===== src/rtl/in_feature_loader_if.sv =====
`timescale 1ns/1ps
// Pixel stream, in_feature RAM write ports and CNN control for in_feature_loader.
// Lane count follows IN_FEATURE_LOADER_PACK2_EN (2 lanes when defined, else 1).
interface in_feature_loader_if #(
  parameter int unsigned ADDR_WIDTH = 10,
  parameter int unsigned DATA_WIDTH = 16
);
`ifdef IN_FEATURE_LOADER_PACK2_EN
  localparam int unsigned LANES = 2;
`else
  localparam int unsigned LANES = 1;
`endif

  logic                          frame_start;
  logic                          pix_valid;
  logic [DATA_WIDTH*LANES-1:0]   pix_data;
  logic                          pix_ready;
  logic [ADDR_WIDTH-1:0]         ram_addra;
  logic [ADDR_WIDTH-1:0]         ram_addrb;
  logic [DATA_WIDTH-1:0]         ram_data_a;
  logic [DATA_WIDTH-1:0]         ram_data_b;
  logic                          ram_wren_a;
  logic                          ram_wren_b;
  logic                          net_enable;
  logic                          net_reset;
  logic                          net_done;
  logic                          busy;
  logic                          frame_done;
  logic [ADDR_WIDTH:0]           pix_count;

  modport master (
    output frame_start, pix_valid, pix_data, net_done,
    input  pix_ready, ram_addra, ram_addrb, ram_data_a, ram_data_b,
           ram_wren_a, ram_wren_b, net_enable, net_reset, busy,
           frame_done, pix_count
  );

  modport slave (
    input  frame_start, pix_valid, pix_data, net_done,
    output pix_ready, ram_addra, ram_addrb, ram_data_a, ram_data_b,
           ram_wren_a, ram_wren_b, net_enable, net_reset, busy,
           frame_done, pix_count
  );
endinterface


===== src/rtl/in_feature_loader.sv =====
`timescale 1ns/1ps
// Loads one frame of pixels into the in_feature RAM, then kicks and runs the CNN.
// IN_FEATURE_LOADER_PACK2_EN: two pixels per handshake, written on both RAM ports.
module in_feature_loader #(
  parameter int unsigned ADDR_WIDTH = 10,
  parameter int unsigned DATA_WIDTH = 16,
  parameter int unsigned NUM_PIXELS = 784
) (
  input  logic                 clock,
  input  logic                 reset,
  in_feature_loader_if.slave   bus
);
`ifdef IN_FEATURE_LOADER_PACK2_EN
  localparam int unsigned LANES = 2;
`else
  localparam int unsigned LANES = 1;
`endif
  localparam int unsigned CNT_W = ADDR_WIDTH + 1;
  localparam logic [CNT_W-1:0] LAST_COUNT = CNT_W'(NUM_PIXELS);
  localparam logic [CNT_W-1:0] LANE_INC   = CNT_W'(LANES);

  typedef enum logic [1:0] {S_IDLE, S_LOAD, S_KICK, S_RUN} state_t;

  state_t                r_state;
  logic                  r_kick;
  logic                  r_pix_ready;
  logic                  r_busy;
  logic                  r_net_enable;
  logic                  r_net_reset;
  logic                  r_frame_done;
  logic [CNT_W-1:0]      r_pix_count;
  logic [ADDR_WIDTH-1:0] r_addra;
  logic [DATA_WIDTH-1:0] r_data_a;
  logic                  r_wren_a;
`ifdef IN_FEATURE_LOADER_PACK2_EN
  logic [ADDR_WIDTH-1:0] r_addrb;
  logic [DATA_WIDTH-1:0] r_data_b;
  logic                  r_wren_b;
`endif

  logic                  w_hs;
  logic [CNT_W-1:0]      w_next_count;

  // r_pix_ready is high only in LOAD, so it also qualifies the handshake.
  assign w_hs         = bus.pix_valid & r_pix_ready;
  assign w_next_count = r_pix_count + LANE_INC;

  always_ff @(posedge clock) begin
    if (!reset) begin
      r_state      <= S_IDLE;
      r_kick       <= 1'b0;
      r_pix_ready  <= 1'b0;
      r_busy       <= 1'b0;
      r_net_enable <= 1'b0;
      r_net_reset  <= 1'b1;
      r_frame_done <= 1'b0;
      r_pix_count  <= '0;
      r_addra      <= '0;
      r_data_a     <= '0;
      r_wren_a     <= 1'b0;
`ifdef IN_FEATURE_LOADER_PACK2_EN
      r_addrb      <= '0;
      r_data_b     <= '0;
      r_wren_b     <= 1'b0;
`endif
    end else begin
      r_wren_a     <= 1'b0;
`ifdef IN_FEATURE_LOADER_PACK2_EN
      r_wren_b     <= 1'b0;
`endif
      r_frame_done <= 1'b0;
      case (r_state)
        S_IDLE: begin
          if (bus.frame_start) begin
            r_state     <= S_LOAD;
            r_pix_count <= '0;
            r_pix_ready <= 1'b1;
            r_busy      <= 1'b1;
          end
        end
        S_LOAD: begin
          if (w_hs) begin
            r_addra     <= r_pix_count[ADDR_WIDTH-1:0];
            r_data_a    <= bus.pix_data[DATA_WIDTH-1:0];
            r_wren_a    <= 1'b1;
`ifdef IN_FEATURE_LOADER_PACK2_EN
            r_addrb     <= r_pix_count[ADDR_WIDTH-1:0] + ADDR_WIDTH'(1);
            r_data_b    <= bus.pix_data[2*DATA_WIDTH-1:DATA_WIDTH];
            r_wren_b    <= 1'b1;
`endif
            r_pix_count <= w_next_count;
            if (w_next_count == LAST_COUNT) begin
              r_state     <= S_KICK;
              r_pix_ready <= 1'b0;
              r_kick      <= 1'b0;
            end
          end
        end
        // Two cycles of network reset before enabling it.
        S_KICK: begin
          if (r_kick) begin
            r_state      <= S_RUN;
            r_net_reset  <= 1'b0;
            r_net_enable <= 1'b1;
          end else begin
            r_kick <= 1'b1;
          end
        end
        S_RUN: begin
          if (bus.net_done) begin
            r_state      <= S_IDLE;
            r_net_enable <= 1'b0;
            r_net_reset  <= 1'b1;
            r_frame_done <= 1'b1;
            r_busy       <= 1'b0;
          end
        end
        default: r_state <= S_IDLE;
      endcase
    end
  end

  assign bus.pix_ready  = r_pix_ready;
  assign bus.busy       = r_busy;
  assign bus.net_enable = r_net_enable;
  assign bus.net_reset  = r_net_reset;
  assign bus.frame_done = r_frame_done;
  assign bus.pix_count  = r_pix_count;
  assign bus.ram_addra  = r_addra;
  assign bus.ram_data_a = r_data_a;
  assign bus.ram_wren_a = r_wren_a;
`ifdef IN_FEATURE_LOADER_PACK2_EN
  assign bus.ram_addrb  = r_addrb;
  assign bus.ram_data_b = r_data_b;
  assign bus.ram_wren_b = r_wren_b;
`else
  assign bus.ram_addrb  = '0;
  assign bus.ram_data_b = '0;
  assign bus.ram_wren_b = 1'b0;
`endif

endmodule


===== src/flat_wrapper.sv =====
// flat-port wrapper written by rule: the top's interface ports become plain ports
module in_feature_loader_flat 
#(
  parameter int unsigned ADDR_WIDTH = 10,
  parameter int unsigned DATA_WIDTH = 16,
  parameter int unsigned NUM_PIXELS = 784
)
  (clock, reset, bus_frame_start, bus_pix_valid, bus_pix_data, bus_net_done, bus_pix_ready, bus_ram_addra, bus_ram_addrb, bus_ram_data_a, bus_ram_data_b, bus_ram_wren_a, bus_ram_wren_b, bus_net_enable, bus_net_reset, bus_busy, bus_frame_done, bus_pix_count);
  in_feature_loader_if #(.ADDR_WIDTH(ADDR_WIDTH), .DATA_WIDTH(DATA_WIDTH)) bus_i ();
  input  logic clock;
  input  logic reset;
  input wire logic [$bits(bus_i.frame_start)-1:0] bus_frame_start;
  input wire logic [$bits(bus_i.pix_valid)-1:0] bus_pix_valid;
  input wire logic [$bits(bus_i.pix_data)-1:0] bus_pix_data;
  input wire logic [$bits(bus_i.net_done)-1:0] bus_net_done;
  output wire logic [$bits(bus_i.pix_ready)-1:0] bus_pix_ready;
  output wire logic [$bits(bus_i.ram_addra)-1:0] bus_ram_addra;
  output wire logic [$bits(bus_i.ram_addrb)-1:0] bus_ram_addrb;
  output wire logic [$bits(bus_i.ram_data_a)-1:0] bus_ram_data_a;
  output wire logic [$bits(bus_i.ram_data_b)-1:0] bus_ram_data_b;
  output wire logic [$bits(bus_i.ram_wren_a)-1:0] bus_ram_wren_a;
  output wire logic [$bits(bus_i.ram_wren_b)-1:0] bus_ram_wren_b;
  output wire logic [$bits(bus_i.net_enable)-1:0] bus_net_enable;
  output wire logic [$bits(bus_i.net_reset)-1:0] bus_net_reset;
  output wire logic [$bits(bus_i.busy)-1:0] bus_busy;
  output wire logic [$bits(bus_i.frame_done)-1:0] bus_frame_done;
  output wire logic [$bits(bus_i.pix_count)-1:0] bus_pix_count;
  assign bus_i.frame_start = bus_frame_start;
  assign bus_i.pix_valid = bus_pix_valid;
  assign bus_i.pix_data = bus_pix_data;
  assign bus_i.net_done = bus_net_done;
  assign bus_pix_ready = bus_i.pix_ready;
  assign bus_ram_addra = bus_i.ram_addra;
  assign bus_ram_addrb = bus_i.ram_addrb;
  assign bus_ram_data_a = bus_i.ram_data_a;
  assign bus_ram_data_b = bus_i.ram_data_b;
  assign bus_ram_wren_a = bus_i.ram_wren_a;
  assign bus_ram_wren_b = bus_i.ram_wren_b;
  assign bus_net_enable = bus_i.net_enable;
  assign bus_net_reset = bus_i.net_reset;
  assign bus_busy = bus_i.busy;
  assign bus_frame_done = bus_i.frame_done;
  assign bus_pix_count = bus_i.pix_count;
  in_feature_loader #(.ADDR_WIDTH(ADDR_WIDTH), .DATA_WIDTH(DATA_WIDTH), .NUM_PIXELS(NUM_PIXELS)) u_core (.clock(clock), .reset(reset), .bus(bus_i));
endmodule

===== config.mk =====
export PLATFORM = sky130hd
export DESIGN_NAME = in_feature_loader_flat
export DESIGN_NICKNAME = d
export VERILOG_FILES = /design/src/rtl/in_feature_loader_if.sv /design/src/rtl/in_feature_loader.sv /design/src/flat_wrapper.sv
export SDC_FILE = /design/constraint.sdc
export NUM_CORES = 1
export LEC_CHECK = 0
export CORE_AREA = 2 2 52 79
export CTS_BUF_LIST = sky130_fd_sc_hd__clkbuf_8
export DETAILED_ROUTE_END_ITERATION = 16
export DIE_AREA = 0 0 54 81
export DONT_BUFFER_PORTS = 1
export GPL_ROUTABILITY_DRIVEN = 0
export HOLD_SLACK_MARGIN = 0.15
export PLACE_DENSITY = 0.79
export SLEW_MARGIN = 15
export SYNTH_ARGS = -nofsm -noshare
export SYNTH_HDL_FRONTEND = slang
export SYNTH_SLANG_ARGS = --single-unit

===== constraint.sdc =====
create_clock -name clock -period 2.57 [get_ports clock]
set_input_delay 0.257 -clock clock [delete_from_list [all_inputs] [get_ports clock]]
set_output_delay 0.257 -clock clock [all_outputs]
set_load 0.03 [all_outputs]

* Word level (Yosys, flattened, before mapping)
Cells that the tools add are included.
** Cells by class
- $add $sub $neg :: 1
- Eq/ne operators :: 9
- Multiplexer cells :: 23
- Bitwise gates (word level) :: 1
- Reductions and logical operators :: 14
** Operators by type and width (count)
- 11-bit two-way mux :: 2
- 11-bit one-hot mux with 2 select lines :: 1
- 3-bit AND reduction :: 4
- 11-bit by 1-bit adder with 11-bit output, second input constant :: 1
- 11-bit by 10-bit == test with 1-bit output, second input constant :: 1
- 2-bit two-way mux :: 5
- 1-bit one-hot mux with 2 select lines :: 5
- 1-bit two-way mux :: 9
- 2-bit one-hot mux with 4 select lines :: 1
- 2-bit nonzero test :: 4
- 2-bit by 1-bit != test with 1-bit output, second input constant :: 3
- 2-bit AND reduction :: 3
- 5-bit AND reduction :: 1
- 2-bit == test, second input constant :: 2
- 2-bit != test, second input constant :: 2
- 4-bit AND reduction :: 1
- 2-bit by 1-bit == test with 1-bit output, second input constant :: 1
- 2-bit zero test :: 1
- 1-bit AND :: 1
** Word-level totals
- Register bits after elaboration :: 46
- Output and inout bits :: 70
- Logic and storage cells :: 59

* Depth between registers and ports, before layout
Gate-level depths: netlist of the first run.
- Depth after elaboration :: 5
- Depth in mapped cells :: 9

* Least setup slack after synthesis of the first run
Ideal clock, no wire load.
- Path kind :: flip-flop to flip-flop
- From :: register u_core.r_pix_count[0], in the netlist u_core.bus.pix_count[0]
- To :: register u_core.r_pix_count[10], in the netlist u_core.bus.pix_count[10]
- Arrival :: 1.879 ns
- Required time :: 2.479 ns
- Slack :: 0.600 ns
- Stages on the path, launching flop included :: 7
- Period minus slack after synthesis :: 1.970 ns
- Path through :: dfxtp_1 ha_1 nand3_1 or4_1 nor2_1 nor2_1 a311oi_1
** On the way
- Longest elaborated chain between the ends :: 3
** Ends and longest elaborated chain
- from (decl) :: line in_feature_loader.sv:31 : logic [CNT_W-1:0] r_pix_count;
- from (signal assigned) :: line in_feature_loader.sv:91 : r_pix_count <= w_next_count;
- 11-bit by 1-bit adder with 11-bit output :: line in_feature_loader.sv:46 : assign w_next_count = r_pix_count + LANE_INC;
- 11-bit two-way mux :: line in_feature_loader.sv:82 : if (w_hs) begin
- 11-bit one-hot mux with 2 select lines :: line in_feature_loader.sv:72 : case (r_state)
Every way passes these cells. The select of a mux whose other input is x is not followed.
A chain may end at the register's enable or synchronous reset.

* Worst setup path in the final report of the first run
- From :: register u_core.r_pix_count[3], in the netlist u_core.bus.pix_count[3]
- To :: register u_core.r_pix_ready, in the netlist u_core.bus.pix_ready
** On the way
- Longest elaborated chain between the ends :: 4
** Ends and longest elaborated chain
- 11-bit by 1-bit adder with 11-bit output :: line in_feature_loader.sv:46
- 11-bit by 10-bit == test with 1-bit output :: line in_feature_loader.sv:92 : if (w_next_count == LAST_COUNT) begin
- 2-bit by 1-bit != test with 1-bit output (no source line)
- 4-bit AND reduction (no source line)
- to (signal assigned) :: line in_feature_loader.sv:52 : r_pix_ready <= 1'b0;
- to (signal assigned) :: line in_feature_loader.sv:77 : r_pix_ready <= 1'b1;
- to (signal assigned) :: line in_feature_loader.sv:94 : r_pix_ready <= 1'b0;
- to (decl) :: line in_feature_loader.sv:26 : logic r_pix_ready;
Every way passes these cells.

==> results.yml, run 1 <==
worst_setup_path:
  worstReg2RegEnd: "u_core.bus.pix_ready$_SDFFE_PN0P_"
  cp_data_arrival_time_ns: 2.28
  r2r_cells: 5
  r2r_slack_ns: 0.50
  required_ns: 2.78
  crit_type: "reg -> reg"
  startpoint_type: "register"
  rr_startpoint: "u_core.bus.pix_count[3]$_SDFFE_PN0P_"
  critPathMaxFanout: 10
  worst_setup_path_end_kind: "register"
logic_synthesis:
  synth_largest_area_cell: "dfxtp_1"
  ys_types: 44
  synth_top_cells_by_area: "dfxtp_1, nand2_1, buf_4"
  synth_flop_cell: "dfxtp_1"
  synth_top_area_frac: 0.396
  synth_top_cells_by_count: "nand2_1, dfxtp_1, a21oi_1, buf_4, nor2_1"
  ys_ff_latch: 46
  synth_edf_count: 0
  synth_area_per_cell_sq_um: 7.93
  post-synth-top-count-cell: "nand2_1"
  syn_area_sq_um: 2320
  async_flop_share: 0
  seq_area_frac_synth: 0.396
  synth_cells: 293
  synth_warnings: 0
status:
  status: "complete, no violations"
place:
  place_area_sq_um: 2290
  io_buffers: 0
  place_inst: 332
  hpwlAfterDp_mm: 3.53
drt:
  vias_per_cell: 5.53
  remaining_drc_errors: 0
  drtIter0Drc: 31
  vias: 1980
  wl_mm: 5.07
  post_drt_wl_per_cell_microns: 14.1
  drt_pass1_iterations: 4
  final_antenna_net_count: 0
clocking:
  h-tree-depth: 2
  clk_latency_ns: 0.29
  post_cts_buffers: 0
  cts_tree: "yes"
  cts_resized: 0
  cts_root_buffer: "clkbuf_8"
  clkSinkCount: 46
  cts_buffer_depth: 2
  clk_pin_slew_worst_paths_ns: 0.08
  cts_buffers: 5
sta:
  fin_crit_ns: 2.07
  slew_viol_final: 0
  finalHoldViolations: 0
  setup_viol: 0
  rsz0062_at_grt: "false"
  max_freq_mhz: 483
  setup_tns_ns: 0
  finClkSkew_ns: 0.00291
  max_slew_margin: 0.590
  period_share: 0.805
  worstMarginPinSlew_ns: 0.614
die:
  io_pins: 91
  die_h_microns: 81
  die_w_microns: 54
  start_util: 0.614
  core_area_sq_um: 3780
  die-area_sq_um: 4370
  num_rows: 28
power_and_ir_drop:
  leakagePower_nw: 0.953
  vdd_drop_max_v: 0.000912
  total_power_mw: 1.88
  power.density_nw_per_um2: 729
cells_and_area:
  antennaDiodeCount: 0
  instances_no_fill: 358
  postLayoutCellArea_sq_um: 2580
  syn2layout_area_growth_pct: 11.1
  drive_gt1_frac: 0.0958
  n_fill_cell: 314
  finalNetCount: 339
global_routing:
  antenna_found_initial: 0
  grt_max_degree: 27
  grt_overflow_total: 0
  grt_pass1_wl_mm: 7.95
  grt_pass1_vias: 1811
  grt_usage: 0.240
min_path:
  hold_class: "in -> reg"
  min-delay-start: "reset"
  hold_depth: 3
  hold_path_end: "u_core.r_kick$_SDFFE_PN0P_"
flow_run:
  drv_cap: 0
-- power by group --
part	internal [mW]	switching (mW)	total (mW)	leakage, nW
Sequential	0.759	0.0747	0.833	0.372
Clock	0.286	0.239	0.525	0.0556
Combinational	0.187	0.337	0.524	0.526
Total	1.23	0.650	1.88	0.953
-- flip-flops by register name, summed over array words and instances (netlist names) --
register	flops
u_core.bus.ram_data_a	16
u_core.bus.pix_count	11
u_core.bus.ram_addra	10
u_core.r_state	2
u_core.bus.busy	1
u_core.bus.frame_done	1
u_core.bus.net_enable	1
u_core.bus.net_reset	1
u_core.bus.pix_ready	1
u_core.bus.ram_wren_a	1
u_core.r_kick	1
-- cell usage in the layout, fill, tap and decap left out, types with 2 or more instances in the layout --
master / count
nand2_1: 70
dfxtp_1: 46
a21oi_1: 38
conb_1: 27
dlygate4sd3_1: 18
nor2_1: 12
buf_4: 11
inv_1: 8
nor3_1: 7
o21ai_0: 6
nor2b_1: 6
o21a_1: 6
ha_1: 6
clkbuf_8: 5
nand3_1: 4
nand2b_1: 4
nor4_1: 3
mux2i_1: 3
or3_1: 3
nand3_2: 2
nor4_2: 2
o21ai_1: 2
a311oi_1: 2
-- worst max-delay path by stage --
stage / from / end / slack (ns) / cells after the start
finish: u_core.bus.pix_count[3]$_SDFFE_PN0P_ / u_core.bus.pix_ready$_SDFFE_PN0P_ / 0.50 / 5
global route: u_core.r_state[1]$_SDFFE_PN0P_ / u_core.bus.pix_count[5]$_SDFFE_PN0P_ / 0.29 / 7
CTS: u_core.bus.pix_count[3]$_SDFFE_PN0P_ / u_core.bus.pix_ready$_SDFFE_PN0P_ / 0.50 / 5
detailed placement: u_core.bus.pix_count[3]$_SDFFE_PN0P_ / u_core.r_kick$_SDFFE_PN0P_ / 0.51 / 5
global placement: u_core.bus.pix_count[3]$_SDFFE_PN0P_ / u_core.bus.pix_ready$_SDFFE_PN0P_ / 0.55 / 5
floorplan: u_core.bus.pix_count[0]$_SDFFE_PN0P_ / u_core.bus.pix_count[10]$_SDFFE_PN0P_ / 0.60 / 6
-- cell type report --
| class | count | area [sq um] | share of cell area |
|---|---|---|---|
| Timing Repair Buffer | 29 | 263 | 0.102 |
| Clock inverter | 3 | 41.3 | 0.0160 |
| Tap cell | 45 | 56.3 | 0.0218 |
| Multi-Input combinational cell | 223 | 1200 | 0.467 |
| Clock buffer | 5 | 68.8 | 0.0267 |
| Sequential cell | 46 | 921 | 0.357 |
| Inverter | 7 | 26.3 | 0.0102 |
-- per-stage QoR --
stage	hold slack, ns	setup WS [ns]	util
2_1_floorplan	0.393	0.600	-
4_1_cts	0.215	0.503	0.682
5_1_grt	0.217	0.291	0.682
6_report	0.220	0.500	0.682
3_5_place_dp	0.347	0.514	0.605
3_3_place_gp	0.341	0.547	0.605
-- routing by layer --
layer  wire (microns)  global-route usage
met1             1910               0.271
met2             2640               0.426
met3              404              0.0478
met4              110              0.0950
met5                0                   0
-- what timing repair did --
item,4_1_cts,5_1_grt
hold buffers,18,0
hold endpoints to repair,25,0
endpoints found under the setup margin,0,0
-- worst max-delay path: stages (launching register included) --
cell	delay, ns
dfxtp_1	0.70
nand4_2	0.22
or2_4	0.30
a311oi_4	0.41
nor4_1	0.13
nor3_1	0.21
-- logic make-up after synthesis --
logic type / count (synthesis) / share of synthesized area
simple gates: 121 / 0.246
mux: 3 / 0.0129
compound gates: 66 / 0.184
flops: 46 / 0.396
other cells: 1 / 0.00161
fa+ha+maj: 6 / 0.0323
buf+inv: 50 / 0.127
Note: power is estimated with default switching activity, not from simulation.
==> run 2, diff against run 1 <==
CORE_AREA = 2 2 55 82   (was 2 2 52 79)
DIE_AREA = 0 0 57 84   (was 0 0 54 81)
PLACE_DENSITY = 0.75   (was 0.79)
clock period = 1.9 ns   (was 2.57 ns; I/O delays follow)
==> run 2 against run 1 <==
  * First-iteration DRC count grew to 3.4 times the previous value
  * Largest cell class unchanged
  * Highest routed layer unchanged
  * Non-clock buffer count rose by 16
  * Clock-buffer cell count did not move
  * Clock power up 36%
==> results.yml, run 2 (same netlist as run 1, synthesis figures left out) <==
die:
  die_h_microns: 84
  core_area_sq_um: 4140
  start_util: 0.562
  num_rows: 29
  die-area_sq_um: 4790
  io_pins: 91
  die_w_microns: 57
cells_and_area:
  largest_reg_flops: 16
  fin_util: 0.668
  antennaDiodeCount: 0
  instances_no_fill: 375
  syn2layout_area_growth_pct: 18.9
  finalNetCount: 355
  final_common_cell: "nand2_1"
  drive_gt1_frac: 0.176
  mostFrequentLayoutCells: "nand2_1, dfxtp_1, a21oi_1"
sta:
  finalHoldViolations: 0
  setup_tns_ns: 0
  period_share: 0.967
  max_freq_mhz: 544
  slew_viol_final: 0
  rsz0062_at_grt: "true"
  max_slew_margin: 0.529
  finClkSkew_ns: 0.00569
  worstMarginPinSlew_ns: 0.706
  fin_crit_ns: 1.84
  setup_viol: 0
power_and_ir_drop:
  vdd_drop_max_v: 0.00104
  power.density_nw_per_um2: 977
  leakagePower_nw: 1.04
global_routing:
  grt_max_degree: 28
  grt_usage: 0.238
  grt_pass1_wl_mm: 9.12
  antenna_found_initial: 0
  grt_overflow_total: 0
  grt_pass1_vias: 2009
drt:
  wl_mm: 5.45
  vias_per_cell: 5.44
  maxUsedRoutingLayer: "met4"
  remaining_drc_errors: 0
  drtIter0Drc: 105
  dr_wl_met2_mm: 2.97
  drt_pass1_iterations: 4
  post_drt_wl_per_cell_microns: 14.5
  vias: 2041
  final_antenna_net_count: 0
  met1_length_mm: 1.98
  dr_wl_met3_microns: 407
worst_setup_path:
  critPathMaxFanout: 11
  worst_setup_path_end_kind: "register"
  required_ns: 2.05
  crit_type: "reg -> reg"
  startpoint_type: "register"
  cp_data_arrival_time_ns: 1.99
clocking:
  cts_tree: "yes"
  cts_root_buffer: "clkbuf_8"
  cts_buffers: 5
  clk_latency_ns: 0.30
  clkSinkCount: 46
  clk_pin_slew_worst_paths_ns: 0.08
  h-tree-depth: 2
  cts_buffer_depth: 2
place:
  hpwlAfterDp_mm: 3.72
  io_buffers: 0
  place_inst: 347
min_path:
  hold_class: "in -> reg"
flow_run:
  drv_cap: 0
status:
  status: "complete, no violations"
==> run 2: changes by cell type in the layout (fill, tap and decap cells not counted), moves of 2 or more <==
cell     change
dfxtp_1      -4
dfxtp_2      +3
ha_2         +2
ha_1         -3
buf_4       +14
==> run 2: timing repair <==
item,in CTS,in global routing
resized for setup,7,8
pin swaps,3,3
hold buffers,19,0
hold endpoints to repair,25,0
setup endpoints to repair,4,9
buffers inserted,1,0
==> run 2: path summary, 6_finish.rpt <==
path                                             start                                   end  slack, ns  cells past startpoint
setup / recovery        u_core.r_state[0]$_SDFFE_PN0P_  u_core.bus.pix_count[4]$_SDFFE_PN0P_       0.06                      8
hold / removal                         bus_frame_start          u_core.bus.busy$_SDFFE_PN0P_       0.17                      3
setup reg to reg        u_core.r_state[0]$_SDFFE_PN0P_  u_core.bus.pix_count[4]$_SDFFE_PN0P_       0.06                      8
hold reg to reg   u_core.bus.pix_count[1]$_SDFFE_PN0P_  u_core.bus.pix_count[1]$_SDFFE_PN0P_       0.50                      2
==> run 2: per-layer routing <==
layer | vias up | global-route usage
met5 | - | 0
met3 | 10 | 0.0543
met1 | 946 | 0.251
met4 | 0 | 0.0867
met2 | 83 | 0.444
li1 | 1002 | -
==> run 2: metrics by stage <==
stage | area (sq um) | setup slack, ns | hold WS, ns | total power [mW]
2_1_floorplan | 2420 | 0.00489 | 0.326 | 1.71
3_3_place_gp | 2400 | 0.0247 | 0.277 | 1.87
3_5_place_dp | 2400 | -0.0434 | 0.290 | 1.88
4_1_cts | 2730 | 0.00804 | 0.156 | 2.67
5_1_grt | 2760 | -0.0334 | 0.214 | 2.84
6_report | 2760 | 0.0625 | 0.168 | 2.70
==> run 2: area by class of cell <==
cell class                      count  area, sq um
Tap cell                           46         57.6
Clock buffer                        5         68.8
Fill cell                         364         1370
Clock inverter                      3         41.3
Sequential cell                    46          928
Multi-Input combinational cell    223         1250
Timing Repair Buffer               45          389
Inverter                            7         26.3
==> run 2: critical path: stages (launching register included) <==
cell,delay [ns]
dfxtp_2,0.33
inv_1,0.11
ha_2,0.20
nor2b_1,0.28
buf_4,0.19
nand2b_2,0.25
nor2_1,0.07
o21ai_1,0.16
a21oi_1,0.10
==> run 2: where the power goes <==
group          internal, mW  switching, mW  total [mW]
Combinational         0.343          0.503       0.846
Sequential             1.03          0.107        1.14
Clock                 0.387          0.326       0.713
